File: src/rtl/fp_arb_pkg.sv
// Shared state encoding, FP custom-instruction opcodes and width helper for the FP unit arbiter.
package fp_arb_pkg;

   typedef enum logic [2:0] {
      ST_IDLE  = 3'd0,
      ST_ISSUE = 3'd1,
      ST_WAIT  = 3'd2,
      ST_RESP  = 3'd3,
      ST_ABORT = 3'd4
   } arb_state_t;

   localparam logic [7:0] FP_OP_MUL = 8'd252;
   localparam logic [7:0] FP_OP_ADD = 8'd253;
   localparam logic [7:0] FP_OP_SUB = 8'd254;
   localparam logic [7:0] FP_OP_DIV = 8'd255;

   // Bits needed to hold 0..value-1, never less than one.
   function automatic int clog2(input int value);
      int w;
      w = 1;
      while ((1 << w) < value) w++;
      return w;
   endfunction

endpackage

File: src/rtl/rr_arbiter.sv
// Combinational round-robin pick: first asserted request at or after ptr, wrapping.
module rr_arbiter
   import fp_arb_pkg::*;
#(
   parameter int NUM_REQ = 4,
   parameter int IDX_W   = clog2(NUM_REQ)
) (
   input  logic [NUM_REQ-1:0] req,
   input  logic [IDX_W-1:0]   ptr,
   output logic [NUM_REQ-1:0] grant,
   output logic [IDX_W-1:0]   idx,
   output logic               any
);

   always_comb begin
      int               slot;
      logic [IDX_W-1:0] s;
      grant = '0;
      idx   = '0;
      any   = 1'b0;
      slot  = 0;
      s     = '0;
      for (int k = 0; k < NUM_REQ; k++) begin
         slot = int'(ptr) + k;
         if (slot >= NUM_REQ) slot = slot - NUM_REQ;
         s = IDX_W'(slot);
         if (!any && req[s]) begin
            any      = 1'b1;
            grant[s] = 1'b1;
            idx      = s;
         end
      end
   end

endmodule

File: src/rtl/fp_unit_arbiter.sv
// Round-robin sharing of one start/done FP custom-instruction unit between NUM_REQ requesters,
// with a saturating watchdog that aborts and resets a hung unit.
module fp_unit_arbiter
   import fp_arb_pkg::*;
#(
   parameter int NUM_REQ     = 4,
   parameter int DATA_W      = 32,
   parameter int OP_W        = 8,
   parameter int TIMEOUT_CYC = 255
) (
   input  logic                      clk,
   input  logic                      reset,
   input  logic [NUM_REQ-1:0]        req_valid,
   output logic [NUM_REQ-1:0]        req_ready,
   input  logic [NUM_REQ*DATA_W-1:0] req_dataa,
   input  logic [NUM_REQ*DATA_W-1:0] req_datab,
   input  logic [NUM_REQ*OP_W-1:0]   req_n,
   output logic [NUM_REQ-1:0]        rsp_valid,
   output logic [DATA_W-1:0]         rsp_result,
   output logic                      rsp_error,
   output logic                      fpu_clk_en,
   output logic                      fpu_start,
   output logic                      fpu_reset,
   output logic [DATA_W-1:0]         fpu_dataa,
   output logic [DATA_W-1:0]         fpu_datab,
   output logic [OP_W-1:0]           fpu_n,
   input  logic                      fpu_done,
   input  logic [DATA_W-1:0]         fpu_result,
   output logic [2:0]                dbg_state,
   output logic [clog2(NUM_REQ)-1:0] dbg_rr_ptr
);

   localparam int IDX_W = clog2(NUM_REQ);
   localparam int WD_W  = clog2(TIMEOUT_CYC + 1);
   localparam logic [WD_W-1:0]  WD_LAST  = WD_W'(TIMEOUT_CYC - 1);
   localparam logic [WD_W-1:0]  WD_MAX   = WD_W'(TIMEOUT_CYC);
   localparam logic [IDX_W-1:0] IDX_LAST = IDX_W'(NUM_REQ - 1);

   arb_state_t         state, state_nx;
   logic [IDX_W-1:0]   rr_ptr, gnt_idx, arb_idx;
   logic [NUM_REQ-1:0] arb_grant;
   logic               arb_any;
   logic [DATA_W-1:0]  a_q, b_q, res_q, sel_a, sel_b;
   logic [OP_W-1:0]    n_q, sel_n;
   logic [WD_W-1:0]    wd_cnt;

   rr_arbiter #(.NUM_REQ(NUM_REQ), .IDX_W(IDX_W)) u_rr (
      .req   (req_valid),
      .ptr   (rr_ptr),
      .grant (arb_grant),
      .idx   (arb_idx),
      .any   (arb_any)
   );

   always_comb begin
      sel_a = '0;
      sel_b = '0;
      sel_n = '0;
      for (int i = 0; i < NUM_REQ; i++) begin
         sel_a = sel_a | (req_dataa[i*DATA_W +: DATA_W] & {DATA_W{arb_grant[i]}});
         sel_b = sel_b | (req_datab[i*DATA_W +: DATA_W] & {DATA_W{arb_grant[i]}});
         sel_n = sel_n | (req_n[i*OP_W +: OP_W] & {OP_W{arb_grant[i]}});
      end
   end

   always_ff @(posedge clk or posedge reset) begin
      if (reset) begin
         state   <= ST_IDLE;
         rr_ptr  <= '0;
         gnt_idx <= '0;
         a_q     <= '0;
         b_q     <= '0;
         n_q     <= '0;
         res_q   <= '0;
         wd_cnt  <= '0;
      end else begin
         state <= state_nx;
         case (state)
            ST_IDLE: if (arb_any) begin
               gnt_idx <= arb_idx;
               a_q     <= sel_a;
               b_q     <= sel_b;
               n_q     <= sel_n;
            end
            ST_ISSUE: begin
               wd_cnt <= '0;
               if (fpu_done) res_q <= fpu_result;
            end
            ST_WAIT: begin
               if (fpu_done) res_q <= fpu_result;
               else if (wd_cnt != WD_MAX) wd_cnt <= wd_cnt + 1'b1;
            end
            ST_RESP, ST_ABORT: rr_ptr <= (gnt_idx == IDX_LAST) ? '0 : gnt_idx + 1'b1;
            default: ;
         endcase
      end
   end

   // Handshake: a requester holds req_valid and operands until its one-cycle req_ready pulse
   // (issued in ISSUE, when operands are already latched) and drops valid the next cycle; the
   // owner then receives exactly one rsp_valid pulse, with rsp_error marking a watchdog abort.
   always_comb begin
      state_nx   = state;
      req_ready  = '0;
      rsp_valid  = '0;
      rsp_result = '0;
      rsp_error  = 1'b0;
      fpu_clk_en = 1'b0;
      fpu_start  = 1'b0;
      case (state)
         ST_IDLE: if (arb_any) state_nx = ST_ISSUE;
         ST_ISSUE: begin
            req_ready[gnt_idx] = 1'b1;
            fpu_start          = 1'b1;
            fpu_clk_en         = 1'b1;
            state_nx           = fpu_done ? ST_RESP : ST_WAIT;
         end
         ST_WAIT: begin
            fpu_clk_en = 1'b1;
            if (fpu_done)              state_nx = ST_RESP;
            else if (wd_cnt == WD_LAST) state_nx = ST_ABORT;
         end
         ST_RESP: begin
            rsp_valid[gnt_idx] = 1'b1;
            rsp_result         = res_q;
            state_nx           = ST_IDLE;
         end
         ST_ABORT: begin
            rsp_valid[gnt_idx] = 1'b1;
            rsp_error          = 1'b1;
            state_nx           = ST_IDLE;
         end
         default: state_nx = ST_IDLE;
      endcase
   end

   assign fpu_reset  = reset | (state == ST_ABORT);
   assign fpu_dataa  = a_q;
   assign fpu_datab  = b_q;
   assign fpu_n      = n_q;
   assign dbg_state  = state;
   assign dbg_rr_ptr = rr_ptr;

endmodule
File: config.mk
export PLATFORM = sky130hd
export DESIGN_NAME = fp_unit_arbiter
export DESIGN_NICKNAME = d
export VERILOG_FILES = /design/src/rtl/fp_arb_pkg.sv /design/src/rtl/rr_arbiter.sv /design/src/rtl/fp_unit_arbiter.sv
export SDC_FILE = /design/constraint.sdc
export NUM_CORES = 1
export LEC_CHECK = 0
export CORE_AREA = 2 2 174 176
export DETAILED_ROUTE_END_ITERATION = 16
export DIE_AREA = 0 0 176 178
export PLACE_DENSITY = 0.67
export SLEW_MARGIN = 25
export SYNTH_ARGS = -nofsm -noshare
export SYNTH_HDL_FRONTEND = slang
export SYNTH_HIERARCHICAL = 1
export SYNTH_SLANG_ARGS = --single-unit
File: constraint.sdc
create_clock -name clk -period 4.1 [get_ports clk]
set_input_delay 0.82 -clock clk [delete_from_list [all_inputs] [get_ports clk]]
set_output_delay 0.82 -clock clk [all_outputs]
set_load 0.02 [all_outputs]
==> metrics.csv <==
stage,metric,value,unit
synth,synthSimpleGateAreaFrac,12.40,%
detailed_routing,route.detailed.drc,0,
global_route,antenna_found_initial,3,
synth,syn_nets,995,
layout,drive_above_1_share,8.807,%
detailed_routing,routed_wl,28670,microns
floorplan,die_area,31330,sq um
synth,synth.distinct_cells,49,
synth,synth-edff-count,0,
timing,finalHoldViolations,0,
detailed_routing,drt-pass1-iter-count,7,
detailed_routing,ant_nets,0,
synth,synth_top_family_by_area,compound AO/OA/AOI/OAI gates,
synth,synth_cells,657,
timing,setup_viol,0,
clock_tree,worstSkewPairLatency,0.42,ns
synth,synth.mux.area_fraction,9.207,%
synth,synth_top_cell_by_area,dfrtp_1,
detailed_routing,vias,7111,
placed_design,preCtsSetupSlack,0.4215,ns
clock_tree,numCtsBuffers,17,
setup_path,path_cells,nor3b_1 > and2_1 > clkdlybuf4s50_1,
synth,synth-main-ff-cell,dfrtp_1,
timing,min_period,3.310,ns
placed_design,gp_congestion,0.7877,
setup_path,critPathMaxFanout,10,
clock_tree,cts-htree-levels,4,
setup_path,path_class,reg2out,
floorplan,die_w,176,microns
run,drv_cap,0,
synth,synthTopCellsByArea,"dfrtp_1, a22oi_1, a31oi_1",
setup_path,end_kind,primary output,
synth,synthTopCellsByCount,"a22oi_1, dfrtp_1, nor2_1",
synth,netlist_area,6740,sq um
floorplan,io_pins,448,
synth,synthArstFlopShare,100.0,%
timing,worst_pin_slew,0.8466,ns
timing,period_share,80.72,%
placed_design,dp_cells,1448,
detailed_routing,post_drt_wl_per_cell,19.33,microns
timing,slew_viol_final,0,
power,peakVddDrop,0.6996,mV
timing,clock.fmax,0.3021,GHz
timing,hold_ws,0.4998,ns
setup_path,cp-start-kind,register,
synth,synthXorXnorAreaFrac,0.1299,%
clock_tree,cts.sinks,119,
timing,post-route-worst-setup-slack,0.7903,ns
setup_path,cp.arrival,2.49,ns
setup_path,crit_path_max_incr_delay,0.68,ns
detailed_routing,drt_iter0_markers,323,
clock_tree,tritoncts,built,
synth,yosys_warnings,6,
layout,finalNonFillerCells,1483,
synth,ys_ff_latch,119,
synth,syn_avg_cell_area,10.26,sq um
synth,yosysMostFrequentCell,a22oi_1,
setup_path,crit_family,simple AND/OR/NAND/NOR gates,
layout,synthToLayoutAreaGrowth,81.99,%
timing,relSlewSlack,43.44,%
global_route,grt_pass1_wl,42120,microns
timing,rsz0062_at_grt,false,
timing,skew,0.01752,ns
power,power_density,822.3,nW/um^2
synth,synth-seq-area-share,44.18,%
setup_path,cp_slowest_cell,nor3b_1,
timing,setup_tns,0,ns
global_route,grt_pass1_vias,7264,
placed_design,dp_hpwl,21490,microns
floorplan,core.rowCount,63,
clock_tree,cts.path.max_buffers,2,
floorplan,initial_utilization,22.92,%
layout,num-nets-final,1415,
floorplan,coreArea,29400,sq um
worst_hold_path,holdCritPathClass,reg2reg,
clock_tree,root_buffer,clkbuf_16,
global_route,grt_use_total,17.68,%
synth,synthAdderAreaFrac,2.042,%
status,status,"complete, no violations",
synth,synth_top_area_share,44.18,%
synth,synth_compound_area_share,26.62,%
power,p_leak,4.736,nW
power,design_power_total,10.09,mW
clock_tree,postCtsSetupRepairBufs,0,
setup_path,cp.required,3.28,ns
clock_tree,ctsResizeCount,0,
detailed_routing,via_per_inst,4.795,
clock_tree,hold_buffers,0,
floorplan,die_h,178,microns
placed_design,io_buffer_count,447,
global_route,grt_max_degree,88,
setup_path,cp.buffers_inverters,1,
global_route,overflow,0,
clock_tree,path_clk_slew,0.06,ns
## metal layers
metal	GRT usage (%)	up-vias	part of all wire (%)
met2	31.23	314	51
met1	20.83	3427	40
met4	4.339	0	1.2
met5	0	-	0
li1	-	3352	-
met3	5.627	18	7.9
## worst reg2reg max path: cells and delay by family (launching register included)
family,cells,cell delay (ns)
DFF,1,0.32
adders and majority gates,1,0.35
muxes,1,0.44
buffers and inverters,3,0.57
and+or+nand+nor,1,0.31
AOI/OAI and AO/OA,4,1.04
## worst paths after layout
check	start	to	slack (ns)	cells after the start
worst max register to register	dbg_rr_ptr[1]	fpu_datab[8]	1.00	10
worst max-delay path	dbg_state[0]	req_ready[2]	0.79	3
min in group asynchronous	reset	fpu_dataa[0]	0.90	2
worst min register to register	res_q[14]	res_q[14]	0.50	1
max in group asynchronous	reset	res_q[17]	2.38	3
worst min-delay path	res_q[14]	res_q[14]	0.50	1
## cells by family (layout without fill, tap and decap cells)
group | Yosys count | in the layout
buffers and inverters | 70 | 503
other | 0 | 3
muxes | 41 | 41
DFF | 119 | 119
xor gates and xnor gates | 1 | 1
adders and majority gates | 11 | 11
AOI/OAI and AO/OA | 255 | 255
and+or+nand+nor | 160 | 160
## cells in the final DEF, fill, tap and decap left out, drive strengths merged, types with 5 or more instances in the layout
cell type and instances:
nand2 8, dfrtp 119, o21ai 11, clkdlybuf4s50 447
clkbuf 17, a22oi 152, a31oi 74, nor2 81
buf 15, mux2 35, a21oi 5, and2 38
inv 16, ha 11
## flip-flops by register name, summed over array words and instances, names as in the netlist
| register | flops |
|---|---|
| wd_cnt | 8 |
| fpu_datab | 32 |
| fpu_dataa | 32 |
| fpu_n | 8 |
| dbg_state | 3 |
| gnt_idx | 2 |
| res_q | 32 |
| dbg_rr_ptr | 2 |
## layout make-up
class / instances / area [sq um]
antenna: 3 / 7.507
multi-input combinational: 468 / 3442
clock buffer: 17 / 425.4
sequential: 119 / 2978
tap: 390 / 488.0
fill: 2818 / 17140
timing repair buffer: 462 / 4674
inverter: 9 / 38.79
clock inverter: 15 / 212.7
## stage by stage
step                utilization [%]  instance area (sq um)
CTS                           41.70                  12260
detailed placement            39.53                  11620
global route                  41.70                  12260
finish                        41.72                  12270
global placement              39.53                  11620
floorplan                         -                   6740
## power breakdown
group,internal [mW],switching [mW]
sequential,1.79,0.356
combinational,2.86,3.42
clock,1.03,0.633
total,5.68,4.41
No activity file was read; power rests on OpenSTA's default activity.
